### config.mk
export PLATFORM = sky130hd
export DESIGN_NAME = axi_stream_strip_header
export DESIGN_NICKNAME = d
export VERILOG_FILES = /design/src/rtl/axi_stream_hdr_pkg.sv /design/src/rtl/axi_stream_out_slice.sv /design/src/rtl/axi_stream_strip_header.sv
export SDC_FILE = /design/constraint.sdc
export NUM_CORES = 1
export LEC_CHECK = 0
export BUFFER_PORTS_ARGS = -buffer_cell sky130_fd_sc_hd__buf_2
export CAP_MARGIN = 10
export CORE_MARGIN = 4
export CORE_UTILIZATION = 55
export DETAILED_ROUTE_END_ITERATION = 8
export PLACE_DENSITY = 0.77
export SYNTH_ARGS = -nofsm -noshare
export SYNTH_HDL_FRONTEND = slang
export SYNTH_HIERARCHICAL = 1
export SYNTH_SLANG_ARGS = --single-unit
### constraint.sdc
create_clock -name clk -period 2.95 [get_ports clk]
set_clock_uncertainty 0.2 [all_clocks]
set_input_delay 0.295 -clock clk [delete_from_list [all_inputs] [get_ports clk]]
set_output_delay 0.295 -clock clk [all_outputs]
set_load 0.005 [all_outputs]
### src/rtl/axi_stream_hdr_pkg.sv
// Shared types and byte-count helpers for the AXI-Stream header insert/strip pair.
package axi_stream_hdr_pkg;

    localparam int unsigned DATA_WD      = 32;
    localparam int unsigned DATA_BYTE_WD = DATA_WD / 8;
    localparam int unsigned BYTE_CNT_WD  = $clog2(DATA_BYTE_WD);
    localparam int unsigned RES_CNT_WD   = BYTE_CNT_WD + 1;

    typedef enum logic [1:0] {S_IDLE, S_FIRST, S_BODY, S_FLUSH} state_e;

    typedef logic [RES_CNT_WD-1:0]   cnt_t;
    typedef logic [DATA_BYTE_WD-1:0] keep_t;
    typedef logic [DATA_WD-1:0]      data_t;

    function automatic cnt_t keep2cnt(input keep_t keep);
        cnt_t cnt;
        cnt = '0;
        for (int unsigned i = 0; i < DATA_BYTE_WD; i++) begin
            cnt = cnt + cnt_t'(keep[i]);
        end
        return cnt;
    endfunction

    function automatic keep_t cnt2keep(input cnt_t cnt);
        keep_t keep;
        keep = '0;
        for (int unsigned i = 0; i < DATA_BYTE_WD; i++) begin
            keep[DATA_BYTE_WD-1-i] = (i < 32'(cnt));
        end
        return keep;
    endfunction

    function automatic data_t keep2mask(input keep_t keep);
        data_t mask;
        mask = '0;
        for (int unsigned i = 0; i < DATA_BYTE_WD; i++) begin
            mask[8*i +: 8] = {8{keep[i]}};
        end
        return mask;
    endfunction

endpackage

### src/rtl/axi_stream_out_slice.sv
// Single-entry valid/ready output register for an AXI-Stream beat.
module axi_stream_out_slice #(
    parameter int unsigned DATA_WD      = 32,
    parameter int unsigned DATA_BYTE_WD = DATA_WD / 8
) (
    input  logic                    clk,
    input  logic                    rst_n,
    input  logic                    in_valid_i,
    output logic                    in_ready_o,
    input  logic [DATA_WD-1:0]      data_i,
    input  logic [DATA_BYTE_WD-1:0] keep_i,
    input  logic                    last_i,
    output logic                    valid_o,
    input  logic                    ready_i,
    output logic [DATA_WD-1:0]      data_o,
    output logic [DATA_BYTE_WD-1:0] keep_o,
    output logic                    last_o
);

    logic                    valid_q;
    logic [DATA_WD-1:0]      data_q;
    logic [DATA_BYTE_WD-1:0] keep_q;
    logic                    last_q;

    assign in_ready_o = ~valid_q | ready_i;

    always_ff @(posedge clk or negedge rst_n) begin
        if (!rst_n) begin
            valid_q <= 1'b0;
            data_q  <= '0;
            keep_q  <= '0;
            last_q  <= 1'b0;
        end else begin
            if (in_ready_o) begin
                valid_q <= in_valid_i;
            end
            if (in_valid_i && in_ready_o) begin
                data_q <= data_i;
                keep_q <= keep_i;
                last_q <= last_i;
            end
        end
    end

    assign valid_o = valid_q;
    assign data_o  = data_q;
    assign keep_o  = keep_q;
    assign last_o  = last_q;

endmodule

### src/rtl/axi_stream_strip_header.sv
// Strips a 1..N byte header from the first beat of each packet and re-aligns the payload to byte 0.
module axi_stream_strip_header
    import axi_stream_hdr_pkg::*;
#(
    parameter int unsigned DATA_WD      = axi_stream_hdr_pkg::DATA_WD,
    parameter int unsigned DATA_BYTE_WD = DATA_WD / 8,
    parameter int unsigned BYTE_CNT_WD  = $clog2(DATA_BYTE_WD)
) (
    input  logic                    clk,
    input  logic                    rst_n,
    input  logic                    valid_in,
    output logic                    ready_in,
    input  logic [DATA_WD-1:0]      data_in,
    input  logic [DATA_BYTE_WD-1:0] keep_in,
    input  logic                    last_in,
    output logic                    valid_out,
    input  logic                    ready_out,
    output logic [DATA_WD-1:0]      data_out,
    output logic [DATA_BYTE_WD-1:0] keep_out,
    output logic                    last_out,
    input  logic                    valid_strip,
    output logic                    ready_strip,
    input  logic [BYTE_CNT_WD-1:0]  byte_strip_cnt,
    output logic                    valid_hdr,
    input  logic                    ready_hdr,
    output logic [DATA_WD-1:0]      data_hdr,
    output logic [DATA_BYTE_WD-1:0] keep_hdr
);

    localparam logic [RES_CNT_WD:0] FULL_CNT = (RES_CNT_WD + 1)'(DATA_BYTE_WD);

    state_e                  state_q, state_d;
    cnt_t                    hlen_q, hlen_d;
    cnt_t                    res_cnt_q, res_cnt_d;
    logic [DATA_WD-1:0]      res_q, res_d;
    logic [DATA_WD-1:0]      hdr_data_q, hdr_data_d;
    logic [DATA_BYTE_WD-1:0] hdr_keep_q, hdr_keep_d;
    logic                    hdr_valid_q, hdr_valid_d;

    logic                    in_acc;
    cnt_t                    k_cnt;
    logic [RES_CNT_WD:0]     tot_cnt;
    logic [DATA_WD-1:0]      din_m;

    logic                    s_valid, s_ready, s_last;
    logic [DATA_WD-1:0]      s_data;
    logic [DATA_BYTE_WD-1:0] s_keep;

    assign din_m   = data_in & keep2mask(keep_in);
    assign k_cnt   = keep2cnt(keep_in);
    assign tot_cnt = {1'b0, res_cnt_q} + {1'b0, k_cnt};
    assign in_acc  = valid_in & ready_in;

    always_ff @(posedge clk or negedge rst_n) begin
        if (!rst_n) begin
            state_q <= S_IDLE;
        end else begin
            state_q <= state_d;
        end
    end

    always_ff @(posedge clk or negedge rst_n) begin
        if (!rst_n) begin
            hlen_q      <= '0;
            res_cnt_q   <= '0;
            res_q       <= '0;
            hdr_data_q  <= '0;
            hdr_keep_q  <= '0;
            hdr_valid_q <= 1'b0;
        end else begin
            hlen_q      <= hlen_d;
            res_cnt_q   <= res_cnt_d;
            res_q       <= res_d;
            hdr_data_q  <= hdr_data_d;
            hdr_keep_q  <= hdr_keep_d;
            hdr_valid_q <= hdr_valid_d;
        end
    end

    always_comb begin
        state_d     = state_q;
        hlen_d      = hlen_q;
        res_cnt_d   = res_cnt_q;
        res_d       = res_q;
        hdr_data_d  = hdr_data_q;
        hdr_keep_d  = hdr_keep_q;
        hdr_valid_d = hdr_valid_q & ~ready_hdr;
        unique case (state_q)
            S_IDLE: begin
                if (valid_strip) begin
                    hlen_d  = cnt_t'(byte_strip_cnt) + cnt_t'(1);
                    state_d = S_FIRST;
                end
            end
            S_FIRST: begin
                if (in_acc) begin
                    // an all-zero keep carries no bytes: a non-last one is dropped outright
                    if (keep_in == '0) begin
                        if (last_in) begin
                            state_d = S_IDLE;
                        end
                    end else begin
                        hdr_keep_d  = keep_in & cnt2keep(hlen_q);
                        hdr_data_d  = din_m & keep2mask(cnt2keep(hlen_q));
                        hdr_valid_d = 1'b1;
                        res_d       = din_m << (8 * hlen_q);
                        res_cnt_d   = (k_cnt > hlen_q) ? cnt_t'(k_cnt - hlen_q) : '0;
                        if (!last_in) begin
                            state_d = S_BODY;
                        end else if (k_cnt > hlen_q) begin
                            state_d = S_FLUSH;
                        end else begin
                            state_d = S_IDLE;
                        end
                    end
                end
            end
            S_BODY: begin
                if (in_acc && (keep_in != '0 || last_in)) begin
                    res_d = din_m << (8 * (DATA_BYTE_WD - 32'(res_cnt_q)));
                    if (last_in) begin
                        if (tot_cnt > FULL_CNT) begin
                            res_cnt_d = cnt_t'(tot_cnt - FULL_CNT);
                            state_d   = S_FLUSH;
                        end else begin
                            res_cnt_d = '0;
                            res_d     = '0;
                            state_d   = S_IDLE;
                        end
                    end
                end
            end
            S_FLUSH: begin
                if (s_ready) begin
                    res_cnt_d = '0;
                    res_d     = '0;
                    state_d   = S_IDLE;
                end
            end
            default: ;
        endcase
    end

    always_comb begin
        ready_strip = (state_q == S_IDLE);
        ready_in    = 1'b0;
        s_valid     = 1'b0;
        s_data      = res_q | (din_m >> (8 * res_cnt_q));
        s_keep      = '1;
        s_last      = 1'b0;
        unique case (state_q)
            S_FIRST: ready_in = ~hdr_valid_q | ready_hdr;
            S_BODY: begin
                ready_in = s_ready;
                s_valid  = valid_in & ((keep_in != '0) | last_in);
                if (last_in && tot_cnt <= FULL_CNT) begin
                    s_keep = cnt2keep(cnt_t'(tot_cnt));
                    s_last = 1'b1;
                end
            end
            S_FLUSH: begin
                s_valid = 1'b1;
                s_data  = res_q;
                s_keep  = cnt2keep(res_cnt_q);
                s_last  = 1'b1;
            end
            default: ;
        endcase
    end

    axi_stream_out_slice #(
        .DATA_WD      (DATA_WD),
        .DATA_BYTE_WD (DATA_BYTE_WD)
    ) u_out_slice (
        .clk        (clk),
        .rst_n      (rst_n),
        .in_valid_i (s_valid),
        .in_ready_o (s_ready),
        .data_i     (s_data),
        .keep_i     (s_keep),
        .last_i     (s_last),
        .valid_o    (valid_out),
        .ready_i    (ready_out),
        .data_o     (data_out),
        .keep_o     (keep_out),
        .last_o     (last_out)
    );

    assign valid_hdr = hdr_valid_q;
    assign data_hdr  = hdr_data_q;
    assign keep_hdr  = hdr_keep_q;

endmodule

==> results.rst, run 1 <==
.. list-table::
   :header-rows: 1

   * - Metric
     - Value
   * - Sequential cell area
     - 2880 um2
   * - Type of the worst setup path
     - input pin to flop
   * - Min-Delay Path Depth
     - 3
   * - Starting density of the core
     - 56.5%
   * - Number of placed instances, taps included
     - 1050
   * - Synthesized flop and latch total
     - 115
   * - Maximum clock frequency
     - 349 MHz
   * - Worst reg2reg endpoint
     - res_q[30]$_DFFE_PN0P_
   * - Clock slew at the register clock pins of the worst setup and hold paths
     - 0.06 ns
   * - Post-DR wirelength/cell
     - 23.6 um
   * - Global-route wire length before repair
     - 39.5 mm
   * - Post-Synthesis Cells
     - 769
   * - Min-delay src
     - data_in[1]
   * - Remaining routing DRC violations
     - 0
   * - Wire length after detailed routing
     - 25.8 mm
   * - Area growth syn-to-layout
     - 23.3%
   * - WP data required
     - 3.04 ns
   * - Worst Max-Slew Pin Slew
     - 0.697 ns
   * - Number of hold-slack violations in the final timing report
     - 0
   * - Startpoint type of the worst setup path
     - input pin
   * - Cell chosen for the clock root
     - sky130_fd_sc_hd__clkbuf_16
   * - Via density per instance
     - 6.43
   * - Mean instance size in the synthesized netlist
     - 9.31 um2
   * - Post-route ant nets
     - 0
   * - Number of cell instances on the worst register-to-register path
     - 6
   * - Worst-case clock buffer depth
     - 2
   * - Arrival @ worst endpoint
     - 2.96 ns
   * - Largest net degree at the start of global routing
     - 69
   * - GR Overflow Total
     - 0
   * - Worst-case hold path end point
     - res_q[1]$_DFFE_PN0P_
   * - Number of endpoints failing setup at the final stage
     - 0
   * - Number of nets in the synthesized netlist
     - 831
   * - Max transition margin
     - 53.0%
   * - Non-Filler Instances
     - 1093
   * - CP max stage delay
     - 0.52 ns
   * - CP most frequent cell
     - sky130_fd_sc_hd__ha_4
   * - Main synth FF type
     - sky130_fd_sc_hd__dfrtp_1
   * - Max-Cap Viols
     - 0
   * - IO Pins
     - 122
   * - Max VDD drop
     - 0.888 mV
   * - Utilization of the core after routing
     - 69.7%
   * - Leak
     - 4.10 nW
   * - Proportion of synthesized flip-flops having asynchronous set or reset
     - 100%
   * - Crit. End Element
     - flop
   * - Insertion delay to the later sink of the worst-skew pair
     - 0.42 ns
   * - Multi-input logic area
     - 3990 um2
   * - Power Density
     - 1130 nW/um2
   * - Vias after detailed routing
     - 7031
   * - Initial antenna violation count
     - 0
   * - Net count, final
     - 970
   * - Number of global-route vias before repair
     - 6935
   * - Share of final-layout standard cells stronger than drive strength 1
     - 29.5%
   * - CTS tree
     - done
   * - Core Box Area
     - 12700 um2
   * - Die boundary width
     - 122 um
   * - RePlAce Congestion
     - 0.974
   * - Fin crit share
     - 97.1%
   * - Antenna cells
     - 0
   * - Master of the slowest instance on the critical path
     - sky130_fd_sc_hd__fa_1
   * - Sinks on Clock Net
     - 115
   * - DRT iter0 DRCs
     - 886
   * - Cell variety after synth
     - 72
   * - Sequential area share after synthesis
     - 40.2%
   * - Post-Place Cell Area
     - 8140 um2
   * - Class of the tightest hold or removal check
     - input pin to flop
   * - Total global routing track utilization
     - 35.5%
   * - Run status
     - finished clean
   * - Largest driver fanout on the critical path
     - 4
   * - Critical R2R Launch
     - state_q[0]$_DFFE_PN0P_
   * - Total clock buffers created by CTS
     - 17
   * - Number of optimization iterations in the first detailed-route pass
     - 6
   * - Synthesized area
     - 7160 um2
   * - Commonest non-fill, non-tap cell in the layout
     - sky130_fd_sc_hd__buf_2
   * - Vertical die dimension
     - 122 um
   * - Fin. max-slew vios
     - 0
   * - Number of cell rows
     - 41
   * - Count of fill cells added during filler insertion
     - 1004
   * - Min Clock Period, post-route
     - 2.87 ns
   * - Yosys warns
     - 6
   * - CTS H-tree depth
     - 4
   * - IO Port Bufs
     - 121
   * - HPWL reported at the end of detailed placement
     - 19.0 mm
   * - Slack of the worst reg-to-reg path
     - 0.23 ns
   * - Leading cell types in the layout, fill and taps excluded
     - 120 x sky130_fd_sc_hd__buf_2, 114 x sky130_fd_sc_hd__dfrtp_1, 101 x sky130_fd_sc_hd__nand2_1
   * - Die Outline Area
     - 14900 um2
   * - Post-synth EDFFs
     - 0
   * - Layout Cell Area excl Fill
     - 8830 um2
   * - Ordered list of cells on the worst path
     - buf_2 -> fa_1 -> ha_4 -> ha_4 -> inv_2 -> fa_2 -> nor2b_4 -> nor2_4 -> buf_4 -> o21a_1 -> a311oi_1 -> mux2i_1
[kinds of logic (layout without fill, tap and decap cells)]
family                   after synthesis  after routing  synth area share [%]
AO/OA/AOI/OAI                        277            277                  24.9
AND/OR/NAND/NOR                      221            221                  14.4
flip-flops                           115            115                  40.2
buffers and inverters                 75            227                  5.10
multiplexers                          60             60                  11.4
adder cells (fa/ha/maj)               17             17                  3.29
XOR/XNOR                               4              4                 0.699
[synthesized netlist by cell type (13+ instances only)]
cell | instances | area [um2]
sky130_fd_sc_hd__dfrtp_1 | 115 | 2880
sky130_fd_sc_hd__nor2_1 | 40 | 150
sky130_fd_sc_hd__buf_2 | 19 | 95.1
sky130_fd_sc_hd__a31oi_1 | 23 | 144
sky130_fd_sc_hd__and2_1 | 13 | 81.3
sky130_fd_sc_hd__inv_1 | 18 | 67.6
sky130_fd_sc_hd__o21ai_1 | 22 | 110
sky130_fd_sc_hd__a21oi_1 | 31 | 155
sky130_fd_sc_hd__mux2_4 | 30 | 450
sky130_fd_sc_hd__o21bai_1 | 16 | 120
sky130_fd_sc_hd__clkbuf_1 | 28 | 105
sky130_fd_sc_hd__nand3_1 | 32 | 160
sky130_fd_sc_hd__nand2_1 | 101 | 379
sky130_fd_sc_hd__ha_1 | 14 | 175
sky130_fd_sc_hd__o21ai_0 | 83 | 415
sky130_fd_sc_hd__o31ai_1 | 29 | 218
sky130_fd_sc_hd__mux2_2 | 15 | 169
[power breakdown]
part / total [W] / leakage [nW] / switching (W) / internal (W)
Combinational: 0.00525 / 2.36 / 0.00301 / 0.00224
Clock: 0.00197 / 0.270 / 0.000810 / 0.00116
Sequential: 0.00276 / 1.47 / 0.000472 / 0.00229
[registers in the layout (all words and copies together), names as in the netlist]
signal and count:
keep_hdr 4, u_out_slice/valid_o 1, res_q 32, hlen_q 3, u_out_slice/last_o 1, u_out_slice/keep_o 4, res_cnt_q 3, u_out_slice/data_o 32
valid_hdr 1, data_hdr 32, state_q 2
[worst max-delay path: cells and delay by family]
kind | cells | cell delay (ns)
AOI/OAI and AO/OA | 2 | 0.51
adders and majority gates | 4 | 1.50
buffers and inverters | 3 | 0.29
muxes | 1 | 0.12
and+or+nand+nor | 2 | 0.23
[how the worst max path moves through the flow]
stage | from | end | cells after the start
2_1_floorplan | keep_in[3] | res_q[12]$_DFFE_PN0P_ | 10
3_3_place_gp | keep_in[3] | res_q[2]$_DFFE_PN0P_ | 11
3_5_place_dp | keep_in[3] | res_q[3]$_DFFE_PN0P_ | 11
4_1_cts | keep_in[3] | res_q[3]$_DFFE_PN0P_ | 11
5_1_grt | keep_in[3] | u_out_slice/keep_o[3]$_DFFE_PN0P_ | 11
6_report | keep_in[3] | state_q[0]$_DFFE_PN0P_ | 12
[through the flow]
step	setup WS [ns]	power (W)	setup TNS (ns)	hold slack [ns]
floorplan	-0.0643	0.00591	-0.705	-0.201
global placement	-0.356	0.00773	-10.77	0.133
detailed placement	-0.430	0.00786	-12.22	0.159
CTS	0.0286	0.00986	0	0.00202
global route	-0.00740	0.0105	-0.0205	0.0294
finish	0.0841	0.00998	0	0.00797
[routing by layer]
layer  part of all wire [%]  global-route usage [%]  up-vias
li1                       -                       -     3107
met1                     39                    43.4     3405
met2                     47                    57.9      420
met3                    8.7                    9.05       99
met4                    5.4                    19.0        0
met5                      0                       0        -
[timing repair]
item                                    in CTS  in global routing
hold buffers                                11                  0
buffers inserted                             0                  0
endpoints found under the setup margin       0                 23
resized for setup                            0                  7
hold endpoints to repair                    57                  0
[final cells by class]
class                   count  share of cell area [%]
flip-flops and latches    115                    32.6
clock buffers              17                    4.82
inverters                  18                   0.765
clock inverters            15                    1.52
repair buffers            177                    12.7
well taps                 172                    2.44
multi-input cells         579                    45.2
Power figures use the tool's default switching activity.
==> inputs of run 2 (changes only) <==
SETUP_SLACK_MARGIN = 0.4   (was not set)
==> results.rst, run 2 (same netlist as run 1, synthesis figures left out) <==
.. list-table::
   :header-rows: 1

   * - Metric
     - Value
   * - Run status
     - finished clean
   * - HPWL reported at the end of detailed placement
     - 18.8 mm
   * - Insertion delay to the later sink of the worst-skew pair
     - 0.43 ns
   * - Core Box Area
     - 12700 um2
   * - Cell family with the largest share of critical-path delay
     - adder cells
   * - Wire length after detailed routing
     - 25.9 mm
   * - Post-route ant nets
     - 0
   * - Startpoint type of the worst setup path
     - input pin
   * - Min Clock Period, post-route
     - 2.80 ns
   * - Max transition margin
     - 52.2%
   * - Arrival @ worst endpoint
     - 2.90 ns
   * - Remaining routing DRC violations
     - 0
   * - CTS H-tree depth
     - 4
   * - Number of endpoints failing setup at the final stage
     - 0
   * - Multi-input logic area
     - 4080 um2
   * - Global-route wire length before repair
     - 39.8 mm
   * - Total global routing track utilization
     - 35.6%
   * - Initial antenna violation count
     - 1
   * - Number of global-route vias before repair
     - 6945
   * - Min-delay src
     - byte_strip_cnt[1]
   * - Cell chosen for the clock root
     - sky130_fd_sc_hd__clkbuf_16
   * - Starting density of the core
     - 56.5%
   * - IO Pins
     - 122
   * - Power, Total
     - 0.0101 W
   * - Critical R2R Launch
     - res_cnt_q[0]$_DFFE_PN0P_
   * - Vertical die dimension
     - 122 um
   * - Worst-case hold slack
     - 0.0164 ns
   * - WP data required
     - 3.06 ns
   * - Critical Path Start
     - keep_in[3]
   * - Class of the tightest hold or removal check
     - input pin to flop
   * - Leak
     - 4.14 nW
   * - Sequential cell area
     - 2880 um2
   * - Max-Cap Viols
     - 0
   * - Power Density
     - 1130 nW/um2
   * - Count of fill cells added during filler insertion
     - 1011
   * - Max VDD drop
     - 0.638 mV
   * - Share of final-layout standard cells stronger than drive strength 1
     - 31.5%
   * - Setup repair after global routing missed its margin
     - yes
   * - Vias after detailed routing
     - 7155
   * - Sinks on Clock Net
     - 115
   * - Total clock buffers created by CTS
     - 17
   * - Type of the worst setup path
     - input pin to flop
   * - IO Port Bufs
     - 121
   * - GR Overflow Total
     - 0
   * - CP most frequent cell
     - sky130_fd_sc_hd__ha_4
   * - Master of the slowest instance on the critical path
     - sky130_fd_sc_hd__fa_2
   * - RePlAce Congestion
     - 0.995
   * - Post-Place Cell Area
     - 8170 um2
   * - Setup TNS
     - 0 ns
   * - Die boundary width
     - 122 um
   * - Area growth syn-to-layout
     - 25.5%
   * - CTS tree
     - done
   * - Number of optimization iterations in the first detailed-route pass
     - 6
   * - Largest net degree at the start of global routing
     - 85
   * - Fin crit share
     - 94.8%
   * - CP max stage delay
     - 0.53 ns
   * - Maximum clock frequency
     - 358 MHz
   * - Fin. max-slew vios
     - 0
   * - Worst Path Buf+Inv
     - 3
   * - Worst Max-Slew Pin Slew
     - 0.709 ns
   * - Number of cell rows
     - 41
   * - Antenna cells
     - 0
   * - Net count, final
     - 974
   * - DRT iter0 DRCs
     - 694
   * - Die Outline Area
     - 14900 um2
   * - Crit. End Element
     - flop
   * - Worst-case clock buffer depth
     - 2
   * - Leading cell types in the layout, fill and taps excluded
     - 117 x sky130_fd_sc_hd__buf_2, 114 x sky130_fd_sc_hd__dfrtp_1, 101 x sky130_fd_sc_hd__nand2_1
   * - Ordered list of cells on the worst path
     - buf_6 -> fa_1 -> ha_4 -> ha_4 -> inv_2 -> fa_2 -> nor2b_4 -> nor2_4 -> o211ai_1 -> buf_4 -> o2bb2ai_2 -> mux2_1
   * - Largest driver fanout on the critical path
     - 5
   * - Layout Cell Area excl Fill
     - 8980 um2
   * - Commonest non-fill, non-tap cell in the layout
     - sky130_fd_sc_hd__buf_2
   * - Via density per instance
     - 6.52
   * - Clock slew at the register clock pins of the worst setup and hold paths
     - 0.06 ns
   * - Number of hold-slack violations in the final timing report
     - 0
   * - Post-DR wirelength/cell
     - 23.6 um
run 2: report_power, final:
group	leakage (nW)	internal, W	total (W)	switching [W]
logic	2.41	0.00229	0.00540	0.00310
clock network	0.263	0.00119	0.00200	0.000814
registers	1.47	0.00229	0.00274	0.000453
total	4.14	0.00577	0.0101	0.00437
run 2: worst min-delay path: cells and delay by family:
kind       cells  cell delay, ns
fa+ha+maj      1            0.10
buf+inv        1            0.08
mux            1            0.13
run 2: area by class of cell:
cell class / count / area share (%)
tap: 172 / 2.40
timing repair buffer: 181 / 13.1
clock buffer: 19 / 4.93
sequential: 115 / 32.1
clock inverter: 13 / 1.39
multi-input combinational: 579 / 45.4
inverter: 18 / 0.752
run 2: metrics by stage:
| step | cells | setup WS (ns) | utilization [%] |
|---|---|---|---|
| after floorplan | 769 | -0.0643 | - |
| after global placement | 1053 | -0.373 | 64.4 |
| after detailed placement | 1053 | -0.365 | 64.4 |
| after CTS | 1097 | 0.166 | 70.7 |
| after global routing | 1097 | 0.0724 | 70.9 |
| final | 1097 | 0.153 | 70.9 |
run 2: timing repair:
action | 4_1_cts | 5_1_grt
setup buffers | 1 | 0
endpoints found under the hold margin | 41 | 0
pin swaps | 18 | 3
hold buffers | 11 | 0
gates resized for setup | 25 | 6
endpoints found under the setup margin | 42 | 43
run 2: path summary, 6_finish.rpt:
kind,to,slack [ns],cells after the start
setup / recovery,res_q[8]$_DFFE_PN0P_,0.15,12
hold / removal,hlen_q[1]$_DFFE_PN0P_,0.02,3
setup reg to reg,res_q[17]$_DFFE_PN0P_,0.26,8
hold reg to reg,data_hdr[24]$_DFFE_PN0P_,0.27,2
max in group asynchronous,res_cnt_q[0]$_DFFE_PN0P_,1.55,3
min in group asynchronous,keep_hdr[0]$_DFFE_PN0P_,0.15,2
run 2: per-layer routing:
metal / part of all wire [%] / global-route usage (%) / vias up
met5: 0.054 / 0 / -
met4: 5.2 / 18.7 / 2
met3: 9.5 / 7.71 / 97
met2: 47 / 57.4 / 441
met1: 38 / 45.1 / 3496
li1: - / - / 3119
==> inputs of run 3 (changes only) <==
--- a/config.mk
+++ b/config.mk
@@ -10,4 +10,5 @@
 export CORE_MARGIN = 4
 export CORE_UTILIZATION = 55
+export CTS_BUF_LIST = sky130_fd_sc_hd__clkbuf_4 sky130_fd_sc_hd__clkbuf_8
 export DETAILED_ROUTE_END_ITERATION = 8
 export PLACE_DENSITY = 0.77
==> constraint.sdc (replaced) <==
create_clock -name clk -period 2.95 [get_ports clk]
set_clock_uncertainty 0.2 [all_clocks]
set_input_delay 0.59 -clock clk [delete_from_list [all_inputs] [get_ports clk]]
set_output_delay 0.59 -clock clk [all_outputs]
set_load 0.005 [all_outputs]
==> results.rst, run 3 (same netlist as run 1, synthesis figures left out) <==
.. list-table::
   :header-rows: 1

   * - Metric
     - Value
   * - WP data required
     - 3.07 ns
   * - Net count, final
     - 981
   * - Remaining routing DRC violations
     - 0
   * - Count of fill cells added during filler insertion
     - 968
   * - Power Density
     - 1120 nW/um2
   * - Vias after detailed routing
     - 7106
   * - Via density per instance
     - 6.44
   * - Largest driver fanout on the critical path
     - 6
   * - CTS H-tree depth
     - 4
   * - Number of placed instances, taps included
     - 1057
   * - Number of global-route vias before repair
     - 7019
   * - Worst Max-Slew Pin Slew
     - 0.803 ns
   * - Number of hold-slack violations in the final timing report
     - 0
   * - Minimum setup slack in the final design
     - -0.201 ns
   * - Number of cell rows
     - 41
   * - Leak
     - 4.24 nW
   * - Fin. max-slew vios
     - 0
   * - Total global routing track utilization
     - 35.4%
   * - Class of the tightest hold or removal check
     - input pin to flop
   * - Die Outline Area
     - 14900 um2
   * - Violations in the final reports
     - setup timing
   * - Leading cell types in the layout, fill and taps excluded
     - 118 x sky130_fd_sc_hd__buf_2, 114 x sky130_fd_sc_hd__dfrtp_1, 101 x sky130_fd_sc_hd__nand2_1
   * - Sinks on Clock Net
     - 115
   * - Min Clock Period, post-route
     - 3.15 ns
   * - IO Port Bufs
     - 121
   * - Cell chosen for the clock root
     - sky130_fd_sc_hd__clkbuf_8
   * - Number of cell instances on the worst register-to-register path
     - 7
   * - Commonest non-fill, non-tap cell in the layout
     - sky130_fd_sc_hd__buf_2
   * - Max-Cap Viols
     - 0
   * - Ordered list of cells on the worst path
     - buf_6 -> fa_1 -> ha_4 -> ha_4 -> inv_2 -> fa_2 -> nor2b_4 -> nor2_4 -> o21ai_4 -> clkbuf_16 -> o31ai_4 -> mux2_4
   * - Min-Delay Path Depth
     - 2
   * - IO Pins
     - 122
   * - Post-DR wirelength/cell
     - 23.4 um
   * - Share of final-layout standard cells stronger than drive strength 1
     - 36.1%
   * - Non-Filler Instances
     - 1103
   * - Total clock buffers created by CTS
     - 17
   * - CP max stage delay
     - 0.54 ns
   * - CTS tree
     - done
   * - Power, Total
     - 0.0103 W
   * - Arrival @ worst endpoint
     - 3.27 ns
   * - Max VDD drop
     - 0.741 mV
   * - Vertical die dimension
     - 122 um
   * - Number of endpoints failing setup at the final stage
     - 36
   * - Initial antenna violation count
     - 0
   * - Worst-case clock buffer depth
     - 2
   * - Master of the slowest instance on the critical path
     - sky130_fd_sc_hd__fa_2
   * - Antenna cells
     - 0
   * - Wire length after detailed routing
     - 25.8 mm
   * - Maximum clock frequency
     - 317 MHz
   * - CP most frequent cell
     - sky130_fd_sc_hd__ha_4
   * - Clock slew at the register clock pins of the worst setup and hold paths
     - 0.07 ns
   * - Number of optimization iterations in the first detailed-route pass
     - 6
   * - Startpoint type of the worst setup path
     - input pin
   * - Insertion delay to the later sink of the worst-skew pair
     - 0.44 ns
   * - Fin crit share
     - 107%
   * - DRT iter0 DRCs
     - 952
   * - Type of the worst setup path
     - input pin to flop
   * - Crit. End Element
     - flop
   * - Max transition margin
     - 46.0%
   * - Die boundary width
     - 122 um
   * - Setup repair after global routing missed its margin
     - yes
   * - RePlAce Congestion
     - 1.04
   * - Largest net degree at the start of global routing
     - 66
   * - GR Overflow Total
     - 0
   * - Utilization of the core after routing
     - 72.9%
   * - Slack of the worst reg-to-reg path
     - 0.23 ns
   * - Global-route wire length before repair
     - 39.7 mm
   * - Core Box Area
     - 12700 um2
   * - Starting density of the core
     - 56.5%
   * - Post-route ant nets
     - 0
   * - Area growth syn-to-layout
     - 29.1%
   * - Run status
     - complete, but fails checks
   * - Setup TNS
     - -4.44 ns
   * - HPWL reported at the end of detailed placement
     - 18.8 mm
run 3: cell type report:
class | count | area (um2) | area share, %
Tap cell | 172 | 215 | 2.33
Clock inverter | 9 | 153 | 1.65
Clock buffer | 22 | 284 | 3.07
Multi-Input combinational cell | 579 | 4380 | 47.4
Sequential cell | 115 | 2880 | 31.2
Timing Repair Buffer | 188 | 1260 | 13.6
Inverter | 18 | 67.6 | 0.731
run 3: repair_timing:
action	in CTS	in global routing
pin swaps	30	3
hold buffers	1	0
gates resized for setup	75	13
setup endpoints to repair	50	45
endpoints found under the hold margin	13	0
setup buffers	7	6
gates cloned	1	0
run 3: worst paths after layout:
kind | start | to
hold reg to reg | data_hdr[28]$_DFFE_PN0P_ | data_hdr[28]$_DFFE_PN0P_
setup / recovery | keep_in[0] | res_q[28]$_DFFE_PN0P_
min in group asynchronous | rst_n | data_hdr[17]$_DFFE_PN0P_
setup reg to reg | state_q[1]$_DFFE_PN0P_ | res_q[29]$_DFFE_PN0P_
max in group asynchronous | rst_n | res_cnt_q[0]$_DFFE_PN0P_
hold / removal | byte_strip_cnt[0] | hlen_q[0]$_DFFE_PN0P_
run 3: routing by layer:
layer / wire [um] / GRT usage, % / vias up / part of all wire [%]
li1: - / - / 3126 / -
met1: 9910 / 43.8 / 3425 / 38
met2: 12300 / 57.1 / 437 / 48
met3: 2130 / 8.45 / 118 / 8.3
met4: 1480 / 19.7 / 0 / 5.7
met5: 0 / 0 / - / 0
run 3: report_power, final:
group	total, W	internal (W)	switching, W
Sequential	0.00277	0.00229	0.000482
Clock	0.00164	0.000989	0.000655
Combinational	0.00593	0.00262	0.00331
run 3: per-stage QoR:
| stage | cell area, um2 | setup slack [ns] | hold WS [ns] |
|---|---|---|---|
| after global placement | 8230 | -0.638 | 0.250 |
| after CTS | 9130 | -0.135 | 0.139 |
| after detailed placement | 8230 | -0.743 | 0.261 |
| after global routing | 9240 | -0.228 | 0.151 |
| after floorplan | 7250 | -0.359 | 0.0944 |
| final | 9240 | -0.201 | 0.156 |
run 3: critical path: cells and delay by family:
| family | cells | cell delay, ns |
|---|---|---|
| and+or+nand+nor | 2 | 0.26 |
| buffers and inverters | 3 | 0.35 |
| muxes | 1 | 0.28 |
| adders and majority gates | 4 | 1.53 |
| AOI/OAI and AO/OA | 2 | 0.28 |
